### src/rtl/btn_pkg.sv
// Shared definitions for the button conditioner block.
//   NUM_KEYS        : number of conditioned buttons
//   KEY_*           : bit positions of each button in the key vectors
//   NUM_REPEAT_KEYS : low-order keys (directions) eligible for auto-repeat
//   FUNC_COUNT      : number of selectable functions
//   func_index_t    : encoding of the current function (0..FUNC_COUNT-1)
//   next_func()     : wrap-around step of the function index
package btn_pkg;

  localparam int unsigned NUM_KEYS        = 9;
  localparam int unsigned NUM_REPEAT_KEYS = 4;
  localparam int unsigned FUNC_COUNT      = 3;

  localparam int unsigned KEY_EAST  = 0;
  localparam int unsigned KEY_WEST  = 1;
  localparam int unsigned KEY_NORTH = 2;
  localparam int unsigned KEY_SOUTH = 3;
  localparam int unsigned KEY_SW0   = 4;
  localparam int unsigned KEY_SW1   = 5;
  localparam int unsigned KEY_SW2   = 6;
  localparam int unsigned KEY_SW3   = 7;
  localparam int unsigned KEY_FUNC  = 8;

  typedef logic [1:0] func_index_t;

  // Explicit wrap so the unused encoding 3 can never be produced.
  function automatic func_index_t next_func(input func_index_t cur);
    if (cur == func_index_t'(FUNC_COUNT - 1)) begin
      return '0;
    end
    return cur + 2'd1;
  endfunction

endpackage

### src/rtl/button_conditioner_if.sv
// Signal bundle between the button conditioner and its user.
//   keys_raw     : raw asynchronous buttons (driven by master)
//   keys_level   : debounced level per key
//   keys_press   : one-cycle press pulse per key (plus auto-repeat pulses)
//   keys_release : one-cycle release pulse per key
//   func_index   : current function, 0..2
//   func_reset   : one-cycle pulse on every function change
// master = the board/user side, slave = the conditioner.
interface button_conditioner_if;
  import btn_pkg::*;

  logic [NUM_KEYS-1:0] keys_raw;
  logic [NUM_KEYS-1:0] keys_level;
  logic [NUM_KEYS-1:0] keys_press;
  logic [NUM_KEYS-1:0] keys_release;
  func_index_t         func_index;
  logic                func_reset;

  modport master (
    output keys_raw,
    input  keys_level, keys_press, keys_release, func_index, func_reset
  );

  modport slave (
    input  keys_raw,
    output keys_level, keys_press, keys_release, func_index, func_reset
  );
endinterface

### src/rtl/btn_debounce_cell.sv
// Single-key conditioner: 2-flop synchronizer, stability counter, debounced
// level and one-cycle press/release pulses.
//   sysclk      : clock (rising edge)
//   rst         : synchronous active-high reset
//   key_raw     : asynchronous raw button
//   key_level   : debounced level
//   key_press   : high on the first cycle key_level reads 1
//   key_release : high on the first cycle key_level reads 0
// A level change is accepted after DEBOUNCE_CYCLES consecutive cycles of
// mismatch between the synchronized input and the current level.
module btn_debounce_cell #(
  parameter int unsigned DEBOUNCE_CYCLES = 500000
) (
  input  logic sysclk,
  input  logic rst,
  input  logic key_raw,
  output logic key_level,
  output logic key_press,
  output logic key_release
);

  localparam int unsigned CNT_W = $clog2(DEBOUNCE_CYCLES);
  localparam logic [CNT_W-1:0] CNT_LAST = CNT_W'(DEBOUNCE_CYCLES - 1);

  logic             sync1_q, sync1_d;
  logic             sync2_q, sync2_d;
  logic [CNT_W-1:0] cnt_q, cnt_d;
  logic             level_q, level_d;
  logic             press_q, press_d;
  logic             release_q, release_d;

  always_comb begin
    // NOTE: every variable gets a default first so no path leaves it
    // unassigned, which would otherwise infer a latch.
    sync1_d   = key_raw;
    sync2_d   = sync1_q;
    cnt_d     = '0;
    level_d   = level_q;
    press_d   = 1'b0;
    release_d = 1'b0;

    // Counter only advances on mismatch; any agreeing cycle restarts it.
    if (sync2_q != level_q) begin
      if (cnt_q == CNT_LAST) begin
        level_d   = sync2_q;
        press_d   = sync2_q;
        release_d = ~sync2_q;
      end else begin
        cnt_d = cnt_q + 1'b1;
      end
    end
  end

  always_ff @(posedge sysclk) begin
    // NOTE: non-blocking assignments so every flop samples the values from
    // before this edge, independent of statement order.
    if (rst) begin
      sync1_q   <= 1'b0;
      sync2_q   <= 1'b0;
      cnt_q     <= '0;
      level_q   <= 1'b0;
      press_q   <= 1'b0;
      release_q <= 1'b0;
    end else begin
      sync1_q   <= sync1_d;
      sync2_q   <= sync2_d;
      cnt_q     <= cnt_d;
      level_q   <= level_d;
      press_q   <= press_d;
      release_q <= release_d;
    end
  end

  assign key_level   = level_q;
  assign key_press   = press_q;
  assign key_release = release_q;

endmodule

### src/rtl/button_conditioner.sv
// Button conditioner top: one debounce cell per key, a function selector
// stepped by the function key, and optional auto-repeat on direction keys.
//   sysclk : clock (rising edge)
//   rst    : synchronous active-high reset, dominant over all events
//   bus    : button_conditioner_if.slave (raw keys in, conditioned keys out)
// Optional feature: define BTN_AUTOREPEAT_EN to make keys 0..3 emit extra
// press pulses while held (first after REPEAT_DELAY cycles, then every
// REPEAT_PERIOD cycles). Without it, press pulses come only from debounced
// rising edges.
module button_conditioner
  import btn_pkg::*;
#(
  parameter int unsigned DEBOUNCE_CYCLES = 500000,
  parameter int unsigned REPEAT_DELAY    = 25000000,
  parameter int unsigned REPEAT_PERIOD   = 5000000
) (
  input  logic                 sysclk,
  input  logic                 rst,
  button_conditioner_if.slave  bus
);

  logic [NUM_KEYS-1:0] level_w;
  logic [NUM_KEYS-1:0] edge_press_w;
  logic [NUM_KEYS-1:0] release_w;
  logic [NUM_KEYS-1:0] repeat_w;

  for (genvar i = 0; i < NUM_KEYS; i++) begin : g_cell
    btn_debounce_cell #(
      .DEBOUNCE_CYCLES (DEBOUNCE_CYCLES)
    ) u_cell (
      .sysclk      (sysclk),
      .rst         (rst),
      .key_raw     (bus.keys_raw[i]),
      .key_level   (level_w[i]),
      .key_press   (edge_press_w[i]),
      .key_release (release_w[i])
    );
  end

  // Function selector: updates on the cycle after the function key's press
  // pulse, with func_reset marking that same cycle. Only the debounced edge
  // is used since the function key never repeats.
  func_index_t func_q, func_d;
  logic        func_reset_q, func_reset_d;

  always_comb begin
    func_d       = func_q;
    func_reset_d = 1'b0;
    if (edge_press_w[KEY_FUNC]) begin
      func_d       = next_func(func_q);
      func_reset_d = 1'b1;
    end
  end

  always_ff @(posedge sysclk) begin
    if (rst) begin
      func_q       <= '0;
      func_reset_q <= 1'b1;
    end else begin
      func_q       <= func_d;
      func_reset_q <= func_reset_d;
    end
  end

`ifdef BTN_AUTOREPEAT_EN
  localparam int unsigned REP_MAX =
    (REPEAT_DELAY > REPEAT_PERIOD) ? REPEAT_DELAY : REPEAT_PERIOD;
  localparam int unsigned REP_W = $clog2((REP_MAX < 2) ? 2 : REP_MAX);
  localparam logic [REP_W-1:0] DELAY_LAST  = REP_W'(REPEAT_DELAY - 1);
  localparam logic [REP_W-1:0] PERIOD_LAST = REP_W'(REPEAT_PERIOD - 1);

  // rep_cnt counts cycles since the last press pulse (edge or repeat) of a
  // held key; it reads 0 on the press-pulse cycle itself. rep_periodic
  // selects the shorter period once the first repeat has fired.
  logic [REP_W-1:0]           rep_cnt_q [NUM_REPEAT_KEYS];
  logic [REP_W-1:0]           rep_cnt_d [NUM_REPEAT_KEYS];
  logic [NUM_REPEAT_KEYS-1:0] rep_periodic_q, rep_periodic_d;
  logic [NUM_REPEAT_KEYS-1:0] rep_pulse_q, rep_pulse_d;

  always_comb begin
    for (int i = 0; i < NUM_REPEAT_KEYS; i++) begin
      rep_cnt_d[i]      = '0;
      rep_periodic_d[i] = 1'b0;
      rep_pulse_d[i]    = 1'b0;
      if (level_w[i]) begin
        if (rep_cnt_q[i] == (rep_periodic_q[i] ? PERIOD_LAST : DELAY_LAST)) begin
          rep_pulse_d[i]    = 1'b1;
          rep_periodic_d[i] = 1'b1;
        end else begin
          rep_cnt_d[i]      = rep_cnt_q[i] + 1'b1;
          rep_periodic_d[i] = rep_periodic_q[i];
        end
      end
    end
  end

  always_ff @(posedge sysclk) begin
    if (rst) begin
      for (int i = 0; i < NUM_REPEAT_KEYS; i++) begin
        rep_cnt_q[i] <= '0;
      end
      rep_periodic_q <= '0;
      rep_pulse_q    <= '0;
    end else begin
      for (int i = 0; i < NUM_REPEAT_KEYS; i++) begin
        rep_cnt_q[i] <= rep_cnt_d[i];
      end
      rep_periodic_q <= rep_periodic_d;
      rep_pulse_q    <= rep_pulse_d;
    end
  end

  // Masking with the level drops a pending repeat on the release cycle.
  assign repeat_w = {{(NUM_KEYS - NUM_REPEAT_KEYS){1'b0}},
                     rep_pulse_q & level_w[NUM_REPEAT_KEYS-1:0]};
`else
  assign repeat_w = '0;
`endif

  assign bus.keys_level   = level_w;
  assign bus.keys_press   = edge_press_w | repeat_w;
  assign bus.keys_release = release_w;
  assign bus.func_index   = func_q;
  assign bus.func_reset   = func_reset_q;

endmodule

### src/flat_wrapper.sv
// flat-port wrapper written by rule: the top's interface ports become plain ports
module button_conditioner_flat import btn_pkg::*;
#(
  parameter int unsigned DEBOUNCE_CYCLES = 500000,
  parameter int unsigned REPEAT_DELAY    = 25000000,
  parameter int unsigned REPEAT_PERIOD   = 5000000
)
  (sysclk, rst, bus_keys_raw, bus_keys_level, bus_keys_press, bus_keys_release, bus_func_index, bus_func_reset);
  button_conditioner_if bus_i ();
  input  logic sysclk;
  input  logic rst;
  input wire logic [$bits(bus_i.keys_raw)-1:0] bus_keys_raw;
  output wire logic [$bits(bus_i.keys_level)-1:0] bus_keys_level;
  output wire logic [$bits(bus_i.keys_press)-1:0] bus_keys_press;
  output wire logic [$bits(bus_i.keys_release)-1:0] bus_keys_release;
  output wire logic [$bits(bus_i.func_index)-1:0] bus_func_index;
  output wire logic [$bits(bus_i.func_reset)-1:0] bus_func_reset;
  assign bus_i.keys_raw = bus_keys_raw;
  assign bus_keys_level = bus_i.keys_level;
  assign bus_keys_press = bus_i.keys_press;
  assign bus_keys_release = bus_i.keys_release;
  assign bus_func_index = bus_i.func_index;
  assign bus_func_reset = bus_i.func_reset;
  button_conditioner #(.DEBOUNCE_CYCLES(DEBOUNCE_CYCLES), .REPEAT_DELAY(REPEAT_DELAY), .REPEAT_PERIOD(REPEAT_PERIOD)) u_core (.sysclk(sysclk), .rst(rst), .bus(bus_i));
endmodule
### config.mk
export PLATFORM = sky130hd
export DESIGN_NAME = button_conditioner_flat
export DESIGN_NICKNAME = d
export VERILOG_FILES = /design/src/rtl/btn_pkg.sv /design/src/rtl/button_conditioner_if.sv /design/src/rtl/btn_debounce_cell.sv /design/src/rtl/button_conditioner.sv /design/src/flat_wrapper.sv
export SDC_FILE = /design/constraint.sdc
export NUM_CORES = 1
export LEC_CHECK = 0
export CAP_MARGIN = 20
export CORE_MARGIN = 2
export CORE_UTILIZATION = 50
export CTS_CLUSTER_DIAMETER = 100
export CTS_CLUSTER_SIZE = 8
export DETAILED_ROUTE_END_ITERATION = 7
export MAX_ROUTING_LAYER = met4
export PLACE_DENSITY = 0.68
export SLEW_MARGIN = 20
export SYNTH_ARGS = -nofsm -noshare
export SYNTH_HDL_FRONTEND = slang
export SYNTH_HIERARCHICAL = 1
export SYNTH_SLANG_ARGS = --single-unit
### constraint.sdc
create_clock -name sysclk -period 2 [get_ports sysclk]
set_input_delay 0.3 -clock sysclk [delete_from_list [all_inputs] [get_ports sysclk]]
set_output_delay 0.3 -clock sysclk [all_outputs]
set_load 0.03 [all_outputs]
== Yosys cells after proc, flatten, opt, wreduce, memory -nomap -nowiden ==
Cells that the tools add are included.
Storage, ports and cells
  word-level logic and storage cells: 144
  memories kept: 0
  latch bits: 0
  bits in read-only memories: 0
  bits in writable memories: 0
  output and inout port bits: 30
  input port bits: 11
  bits in registers: 219
Operators by class
  order comparisons: 0
  add/subtract/negate cells: 10
  div/mod/pow operators: 0
  bitwise gates (word level): 27
  mux-type cells: 5
  multiply operators: 0
  eq/ne operators: 19
  shift operators: 0
  reductions and logical operators: 27
Operator list (count)
  19-bit by 1-bit adder with 19-bit output (second input constant): 9
  19-bit == test (second input constant): 9
  3-bit OR reduction: 18
  1-bit NOT: 27
  2-bit AND reduction: 9
  1-bit inequality test: 9
  2-bit two-way mux: 2
  1-bit two-way mux: 3
  2-bit by 1-bit adder with 2-bit output (second input constant): 1
  2-bit == test (second input constant): 1

== Depth between registers and ports, before layout ==
Gate-level depths: netlist of the first run.
  word-level depth: 4
  mapped depth: 6

== Modules after synthesis ==
The synthesis of the first run kept the hierarchy.
Modules (own cells, without submodules)
  btn_debounce_cell at u_core.g_cell[0].u_cell ...: cells each 117, times used 8, area an instance 1139.8 um^2, sequential area each 480.5 um^2
  btn_debounce_cell at u_core.g_cell[5].u_cell: cells each 114, times used 1, area an instance 1048.5 um^2, sequential area each 480.5 um^2
  button_conditioner: cells each 11, times used 1, area an instance 112.6 um^2, sequential area each 60.1 um^2

== Least setup slack after synthesis of the first run ==
OpenSTA, ideal clock, no wires.
  path type: register -> register
  start point: register u_core.g_cell[5].u_cell.cnt_q[0]
  end point: register u_core.g_cell[5].u_cell.cnt_q[18]
  setup slack: 229 ps
  clock period less this slack: 1771 ps
  arrival time: 1701 ps
  stages on the path, launching flop included: 6
  data required time: 1930 ps
  cells stage by stage: dfxtp_1 ha_1 nand4_4 or4_1 or3_1 a21oi_1
Between the ends
  word-level cells in the longest chain between the ends: 2
  elaborated cells on any way between the ends: 3
  those cells by class: add/sub (1); eq/ne (1); reduce/logical (1)
RTL lines
  from (decl): RTL line btn_debounce_cell.sv:27  | logic [CNT_W-1:0] cnt_q, cnt_d;
  from (signal assigned): RTL line btn_debounce_cell.sv:67  | cnt_q <= cnt_d;
  branches (longest 2 deep; another with 19-bit by 1-bit adder with 19-bit output)
Parallel ways; which one is timed is not known.
A chain may end at the register's enable or synchronous reset.

== Final worst setup path of the first run ==
  start point: register u_core.func_q[0] (netlist: u_core/bus.func_index[0])
  end point: output bus_func_index[0]
RTL lines
  from (decl): RTL line button_conditioner.sv:43  | func_index_t func_q, func_d;
  from (signal assigned): RTL line button_conditioner.sv:60  | func_q <= func_d;
  to (decl): RTL line flat_wrapper.sv:16  | output wire logic [$bits(bus_i.func_index)-1:0] bus_func_index;
No word-level cell between the ends.

==> implementation parameters, run 1 <==
Parameter                              Value

Placement
  Place WS ... 0.126 ns
  Detailed placer's ending HPWL ... 12800 um
  GP Congestion ... 0.826
  Input/output buffers ... 40
  Cell area after placement ... 11000 um2

Cells and area
  Fin util ... 58.3%
  Fraction of final layout cells with drive strength greater than 1 ... 12.0%
  Footprint of the multi-input gates ... 5620 um2
  Antenna cells ... 0
  Fill cells ... 1818
  Number of nets in the layout ... 1152
  Layout overhead on the synthesized area ... 14.7%
  Final standard cell area without fillers ... 11800 um2
  Sequential Area ... 4380 um2

Job
  Total of max-cap violations ... 0

Clock tree
  # clock sinks ... 219
  Root cell of the clock tree ... sky130_fd_sc_hd__clkbuf_16
  TritonCTS buffer count ... 31
  Maximum level of the CTS H-tree ... 1
  Insertion delay of the later-clocked pin in the worst-skew pair ... 0.54 ns
  Clock tree buffer depth ... 3
  Setup Fix Bufs, Post-CTS ... 0
  Clock tree from TritonCTS ... done
  Clock slew at the register clock pins of the worst setup and hold paths ... 0.05 ns

GRT
  Initial antenna violation count ... 0
  First-pass GRT wire length ... 33300 um
  Largest net degree at the start of global routing ... 29
  Via count of the first global-routing pass ... 7179
  GRT Resource Usage Total ... 18.2%
  Total global routing overflow ... 0

Floorplan
  Area enclosed by the die boundary ... 21700 um2
  Standard-cell row count ... 52
  Die boundary height ... 147 um
  Number of top-level pins ... 41
  Initial core utilization ... 50.8%
  Core region area ... 20200 um2
  Horizontal die dimension ... 147 um

Outcome
  Status ... finished clean

Timing
  Relative slew slack ... 73.3%
  Fin Clk Skew ... 0.0168 ns
  Transition time at the pin with the least slew margin ... 0.396 ns
  Final worst slack ... 0.103 ns
  Setup TNS Final ... 0 ns
  Final Hold Fails ... 0
  Final setup violation count ... 0
  Achievable frequency ... 527 MHz
  Final critical-path share of the clock period ... 94.8%
  Final max-slew violation count ... 0
  Tmin final ... 1.90 ns
  Unrepaired setup endpoints after global routing ... no

Pwr
  Leakage dissipation ... 3.95 nW
  VDD IR-drop max ... 0.648 mV
  Fraction of power consumed by sequential logic ... 49.4%
  Power share of the clock group ... 49.1%
  Switching Share ... 20.0%
  Logic gate share of total power ... 1.4%
  Net switching power ... 1.78 mW
  Pwr/cell area ... 757 nW/um2
  Cell internal pwr ... 7.15 mW
  Pwr Total ... 8.93 mW

Setup path
  WP data required ... 1.70 ns
  Critical path's largest stage delay ... 0.69 ns
  Crit path max fanout ... 4
  Kind of cell with the highest combined delay on the critical path ... buffers and inverters
  Critical Path End Type ... output port
  Crit path max-delay cell type ... sky130_fd_sc_hd__clkdlybuf4s50_1
  WS Path Type ... register to output port
  Ordered cell list for the critical path ... clkdlybuf4s50_1
  Number of buffers and inverters on the critical path ... 1
  Data arrival, critical path ... 1.60 ns
  Crit path launch type ... register

Yosys
  Top cell type by total area after synthesis ... sky130_fd_sc_hd__dfxtp_1
  Async set or reset register ratio after synthesis ... 0%
  Yosys reg bits ... 219
  Number of distinct standard cells referenced by the synthesized netlist ... 44
  Post-Synthesis Cell Area ... 10300 um2
  Cells taking the most area after synthesis ... sky130_fd_sc_hd__dfxtp_1, sky130_fd_sc_hd__xnor2_1, sky130_fd_sc_hd__nor2_1
  Mean Syn Cell Area ... 9.69 um2
  Most used standard cells in the synthesized netlist ... sky130_fd_sc_hd__dfxtp_1, sky130_fd_sc_hd__nor2_1, sky130_fd_sc_hd__xnor2_1
  Number of enable-type register cells in the synthesized netlist ... 0
  Mapped Nets ... 1081
  Area fraction of the dominant cell type after synthesis ... 42.6%
  Most common flop cell mapped by yosys ... sky130_fd_sc_hd__dfxtp_1
  Number of instances in the synthesized netlist ... 1061
  Fraction of the yosys area taken by sequential cells ... 42.6%
  Warnings, synthesis ... 6
  Most used standard cell by instance count after synthesis ... sky130_fd_sc_hd__dfxtp_1

Detailed routing
  Iteration-0 DRC count of the detailed router ... 322
  Final WL ... 18600 um
  Routed WL per cell ... 13.3 um
  Number of detailed-route iterations in the first pass ... 4
  Total number of vias ... 7523
  DRC violations left ... 0
  Via-per-instance ratio ... 5.37
  Post-route antenna net violation count ... 0

Hold path
  Classification of the worst-slack hold path ... input port to register
[registers in the layout, summed over array words and instances (netlist names)]
| signal | count |
|---|---|
| u_core/bus.func_index | 2 |
| u_core/bus.func_reset | 1 |
| u_core/g_cell.u_cell/cnt_q | 171 |
| u_core/g_cell.u_cell/key_level | 9 |
| u_core/g_cell.u_cell/key_press | 9 |
| u_core/g_cell.u_cell/key_release | 9 |
| u_core/g_cell.u_cell/sync1_q | 9 |
| u_core/g_cell.u_cell/sync2_q | 9 |
[layout by cell type, fill, tap and decap left out, drive strengths merged, types with 24 or more instances in the layout]
cell / netlist / final
clkbuf: 1 / 31
clkdlybuf4s50: 0 / 38
dfxtp: 219 / 219
inv: 33 / 34
mux2i: 24 / 24
nand2: 29 / 29
nand2b: 26 / 26
nand3: 74 / 74
nand4: 45 / 45
nor2: 169 / 169
nor2b: 26 / 26
nor3: 35 / 35
nor4: 85 / 85
xnor2: 114 / 114
xor2: 29 / 29
[through the flow]
| stage | std cells | hold slack [ns] |
|---|---|---|
| 3_3_place_gp | 1369 | 0.418 |
| 2_1_floorplan | 1061 | 0.369 |
| 3_5_place_dp | 1369 | 0.426 |
| 4_1_cts | 1402 | 0.102 |
| 6_report | 1402 | 0.126 |
| 5_1_grt | 1402 | 0.134 |
[power groups by stage]
stage / Sequential (mW) / Combinational, mW / Clock, mW
finish: 4.41 / 0.127 / 4.39
global route: 4.41 / 0.143 / 4.75
CTS: 4.41 / 0.130 / 4.56
detailed placement: 4.50 / 0.130 / 0
global placement: 4.50 / 0.129 / 0
floorplan: 4.50 / 0.0614 / 0
[cell families (layout without fill, tap and decap cells)]
group	count (synthesis)	after routing	share of synthesized area (%)
flops	219	219	42.6
mux	24	24	2.34
xor+xnor	143	143	12.2
compound gates	35	35	2.07
buf+inv	52	123	2.65
fa+ha+maj	9	9	1.10
simple gates	579	579	37.0
[worst paths after layout]
check | start | endpoint | slack (ns) | depth (start not counted)
max reg2reg | u_core/g_cell[5].u_cell/cnt_q[0]$_SDFF_PP0_ | u_core/g_cell[5].u_cell/cnt_q[18]$_SDFF_PP0_ | 0.11 | 5
min | rst | u_core/g_cell[3].u_cell/sync1_q$_SDFF_PP0_ | 0.13 | 2
max | u_core/bus.func_index[0]$_SDFFE_PP0P_ | bus_func_index[0] | 0.10 | 1
min reg2reg | u_core/g_cell[6].u_cell/sync1_q$_SDFF_PP0_ | u_core/g_cell[6].u_cell/sync2_q$_SDFF_PP0_ | 0.43 | 1
[repair_timing]
| item | 4_1_cts | 5_1_grt |
|---|---|---|
| setup endpoints to repair | 1 | 0 |
| resized for setup | 1 | 0 |
| hold buffers | 0 | 0 |
[routing by layer]
metal  track usage [%]  routed length [um]  vias to the layer above
li1                  -                   -                     3890
met1              24.0                9110                     3504
met2              29.5                8500                       93
met3              2.99                 650                       36
met4              4.18                 386                        0
met5                 -                   0                        -
[final cells by class]
cell class	instances	share of cell area (%)
inverter	33	1.05
multi-input combinational	790	47.7
timing repair buffer	57	4.53
clock inverter	2	0.138
sequential	219	37.2
clock buffer	31	6.58
tap	270	2.86
Power figures use the tool's default switching activity.
==> run 2, diff against run 1 <==
- CAP_MARGIN: 20 -> unset
==> results of run 2 <==
Same layout as run 1: the final DEF is identical, and so are final timing and power.
==> run 3, diff against run 2 <==
- CTS_CLUSTER_SIZE: 8 -> unset
- REMOVE_ABC_BUFFERS: unset -> 1
- SKIP_CTS_REPAIR_TIMING: unset -> 1
==> implementation parameters, run 3 (synthesized netlist as in run 1, its figures left out) <==
Parameter                              Value

Detailed routing
  Via-per-instance ratio ... 5.30 (-1.3%)
  Number of detailed-route iterations in the first pass ... 4 (unchanged)
  DRC violations left ... 0 (unchanged)
  Iteration-0 DRC count of the detailed router ... 332 (+3.1%)
  Post-route antenna net violation count ... 0 (unchanged)
  Total number of vias ... 7466 (-0.76%)
  Routed WL per cell ... 12.9 um (-2.9%)
  Final WL ... 18200 um (-2.3%)

Placement
  Detailed placer's ending HPWL ... 12600 um (-1.8%)
  Placed cells ... 1368 (-0.073%)
  GP Congestion ... 0.835 (+1.0%)
  Input/output buffers ... 40 (unchanged)

Clock tree
  Maximum level of the CTS H-tree ... 1 (unchanged)
  Clock tree buffer depth ... 3 (unchanged)
  TritonCTS buffer count ... 24 (-23%)
  Root cell of the clock tree ... sky130_fd_sc_hd__clkbuf_16
  Insertion delay of the later-clocked pin in the worst-skew pair ... 0.51 ns (-0.03 ns)
  Clock slew at the register clock pins of the worst setup and hold paths ... 0.06 ns (about the same)
  # clock sinks ... 219 (unchanged)
  Clock tree from TritonCTS ... done

Floorplan
  Core region area ... 20200 um2 (unchanged)
  Initial core utilization ... 50.8% (unchanged)
  Standard-cell row count ... 52 (unchanged)
  Horizontal die dimension ... 147 um (unchanged)
  Die boundary height ... 147 um (unchanged)
  Area enclosed by the die boundary ... 21700 um2 (unchanged)
  Number of top-level pins ... 41 (unchanged)

Pwr
  Pwr Total ... 8.96 mW (+0.33%)
  Fraction of power consumed by sequential logic ... 49.1% (-0.3 points)
  Power share of the clock group ... 49.5% (+0.4 points)
  VDD IR-drop max ... 0.636 mV (-2.0%)
  Cell internal pwr ... 7.20 mW (+0.75%)
  Net switching power ... 1.76 mW (-1.4%)
  Pwr/cell area ... 760 nW/um2 (+0.38%)
  Leakage dissipation ... 3.95 nW (-0.16%)
  Switching Share ... 19.6% (-0.33 points)
  Logic gate share of total power ... 1.4% (about the same)

Cells and area
  Fraction of final layout cells with drive strength greater than 1 ... 12.0% (about the same)
  Antenna cells ... 0 (unchanged)
  Register with the most flip-flops ... u_core/g_cell.u_cell/cnt_q
  Footprint of the multi-input gates ... 5620 um2 (unchanged)
  Number of standard cells in the layout, taps in and fillers out ... 1410 (+0.57%)
  Fill cells ... 1794 (-1.3%)
  Leading cell type in the layout, fill and taps excluded ... sky130_fd_sc_hd__dfxtp_1
  Most frequent cells in the layout ... sky130_fd_sc_hd__dfxtp_1, sky130_fd_sc_hd__nor2_1, sky130_fd_sc_hd__xnor2_1
  Number of nets in the layout ... 1144 (-0.69%)
  Sequential Area ... 4380 um2 (unchanged)
  Number of flip-flops in the largest register ... 171 (unchanged)
  Layout overhead on the synthesized area ... 14.7% (about the same)

GRT
  Met1 Usage GRT ... 24.1% (+0.060 points)
  GRT busiest layer ... met2
  Initial antenna violation count ... 0 (unchanged)
  First-pass GRT wire length ... 32100 um (-3.5%)
  Global routing met2 resource utilization ... 27.3% (-2.2 points)
  GRT Resource Usage Total ... 17.5% (-0.65 points)
  Largest net degree at the start of global routing ... 35 (+21%)
  Via count of the first global-routing pass ... 6855 (-4.5%)
  Total global routing overflow ... 0 (unchanged)
  Global routing usage on met3 ... 2.62% (-0.37 points)

Timing
  Unrepaired setup endpoints after global routing ... no
  Final setup violation count ... 0 (unchanged)
  Fin Clk Skew ... 0.00569 ns (-0.0111 ns)
  Tmin final ... 1.88 ns (-0.0133 ns)
  Final critical-path share of the clock period ... 94.2% (-0.66 points)
  Relative slew slack ... 56.4% (-17 points)
  Setup TNS Final ... 0 ns (unchanged)
  Achievable frequency ... 531 MHz (+0.71%)
  Final Hold Fails ... 0 (unchanged)
  Final max-slew violation count ... 0 (unchanged)
  Transition time at the pin with the least slew margin ... 0.653 ns (+0.257 ns)

Setup path
  Internal reg-to-reg setup slack ... 0.17 ns (+0.06 ns)
  Kind of cell with the highest combined delay on the critical path ... buffers and inverters
  Ordered cell list for the critical path ... clkdlybuf4s50_1
  Critical Path End Type ... output port
  Worst Reg-to-Reg Cells ... 5 (unchanged)
  Critical R2R Capture ... u_core/g_cell[5].u_cell/cnt_q[18]$_SDFF_PP0_
  Number of buffers and inverters on the critical path ... 1 (unchanged)
  Crit path max-delay cell type ... sky130_fd_sc_hd__clkdlybuf4s50_1
  Crit path max fanout ... 6 (+2)
  Data arrival, critical path ... 1.58 ns (-0.02 ns)
  Crit path launch type ... register
  WS Path Type ... register to output port
  R2r startpoint ... u_core/g_cell[5].u_cell/cnt_q[0]$_SDFF_PP0_
  WP data required ... 1.70 ns (about the same)
  Critical path's largest stage delay ... 0.69 ns (about the same)

Hold path
  Classification of the worst-slack hold path ... input port to register
  Hold depth ... 2 (unchanged)
  Endpoint of the worst hold path ... u_core/g_cell[0].u_cell/sync1_q$_SDFF_PP0_
  Worst min-delay path startpoint ... rst

Job
  Total of max-cap violations ... 0 (unchanged)

Outcome
  Status ... finished clean
run 3: power groups by stage:
stage,clock [mW],combinational [mW],sequential [mW]
2_1_floorplan,0,0.0574,4.50
3_3_place_gp,0,0.125,4.50
3_5_place_dp,0,0.126,4.50
4_1_cts,4.58,0.127,4.40
5_1_grt,4.76,0.138,4.40
6_report,4.43,0.124,4.40
run 3: area by class of cell:
type / instances / area share (%)
Tap cell: 270 / 2.87
Timing Repair Buffer: 56 / 4.37
Sequential cell: 219 / 37.2
Inverter: 33 / 1.05
Multi-Input combinational cell: 790 / 47.7
Clock inverter: 4 / 0.594
Clock buffer: 38 / 6.23
run 3: how the worst max path moves through the flow:
stage / slack, ns / cells after the start / to / from
after detailed placement: 0.18 / 5 / u_core/g_cell[5].u_cell/cnt_q[18]$_SDFF_PP0_ / u_core/g_cell[5].u_cell/cnt_q[0]$_SDFF_PP0_
final: 0.12 / 1 / bus_keys_press[8] / u_core/g_cell[8].u_cell/key_press$_SDFF_PP0_
after CTS: 0.08 / 1 / bus_keys_press[8] / u_core/g_cell[8].u_cell/key_press$_SDFF_PP0_
after global placement: 0.22 / 5 / u_core/g_cell[5].u_cell/cnt_q[18]$_SDFF_PP0_ / u_core/g_cell[5].u_cell/cnt_q[0]$_SDFF_PP0_
after floorplan: 0.23 / 5 / u_core/g_cell[5].u_cell/cnt_q[18]$_SDFF_PP0_ / u_core/g_cell[5].u_cell/cnt_q[0]$_SDFF_PP0_
after global routing: 0.04 / 1 / bus_keys_press[8] / u_core/g_cell[8].u_cell/key_press$_SDFF_PP0_
run 3: routing by layer:
layer | wire [um] | vias to the layer above
met5 | 0 | -
met1 | 9160 | 3485
met2 | 8150 | 75
met3 | 459 | 31
li1 | - | 3875
met4 | 453 | 0
run 3: through the flow:
| stage | hold slack (ns) | util (%) | area, um2 | setup WS (ns) |
|---|---|---|---|---|
| 6_report | 0.326 | 58.3 | 11800 | 0.117 |
| 3_5_place_dp | 0.421 | 54.3 | 11000 | 0.181 |
| 5_1_grt | 0.339 | 58.3 | 11800 | 0.0428 |
| 2_1_floorplan | 0.369 | - | 10100 | 0.227 |
| 4_1_cts | 0.322 | 58.3 | 11800 | 0.0836 |
| 3_3_place_gp | 0.419 | 54.3 | 11000 | 0.224 |
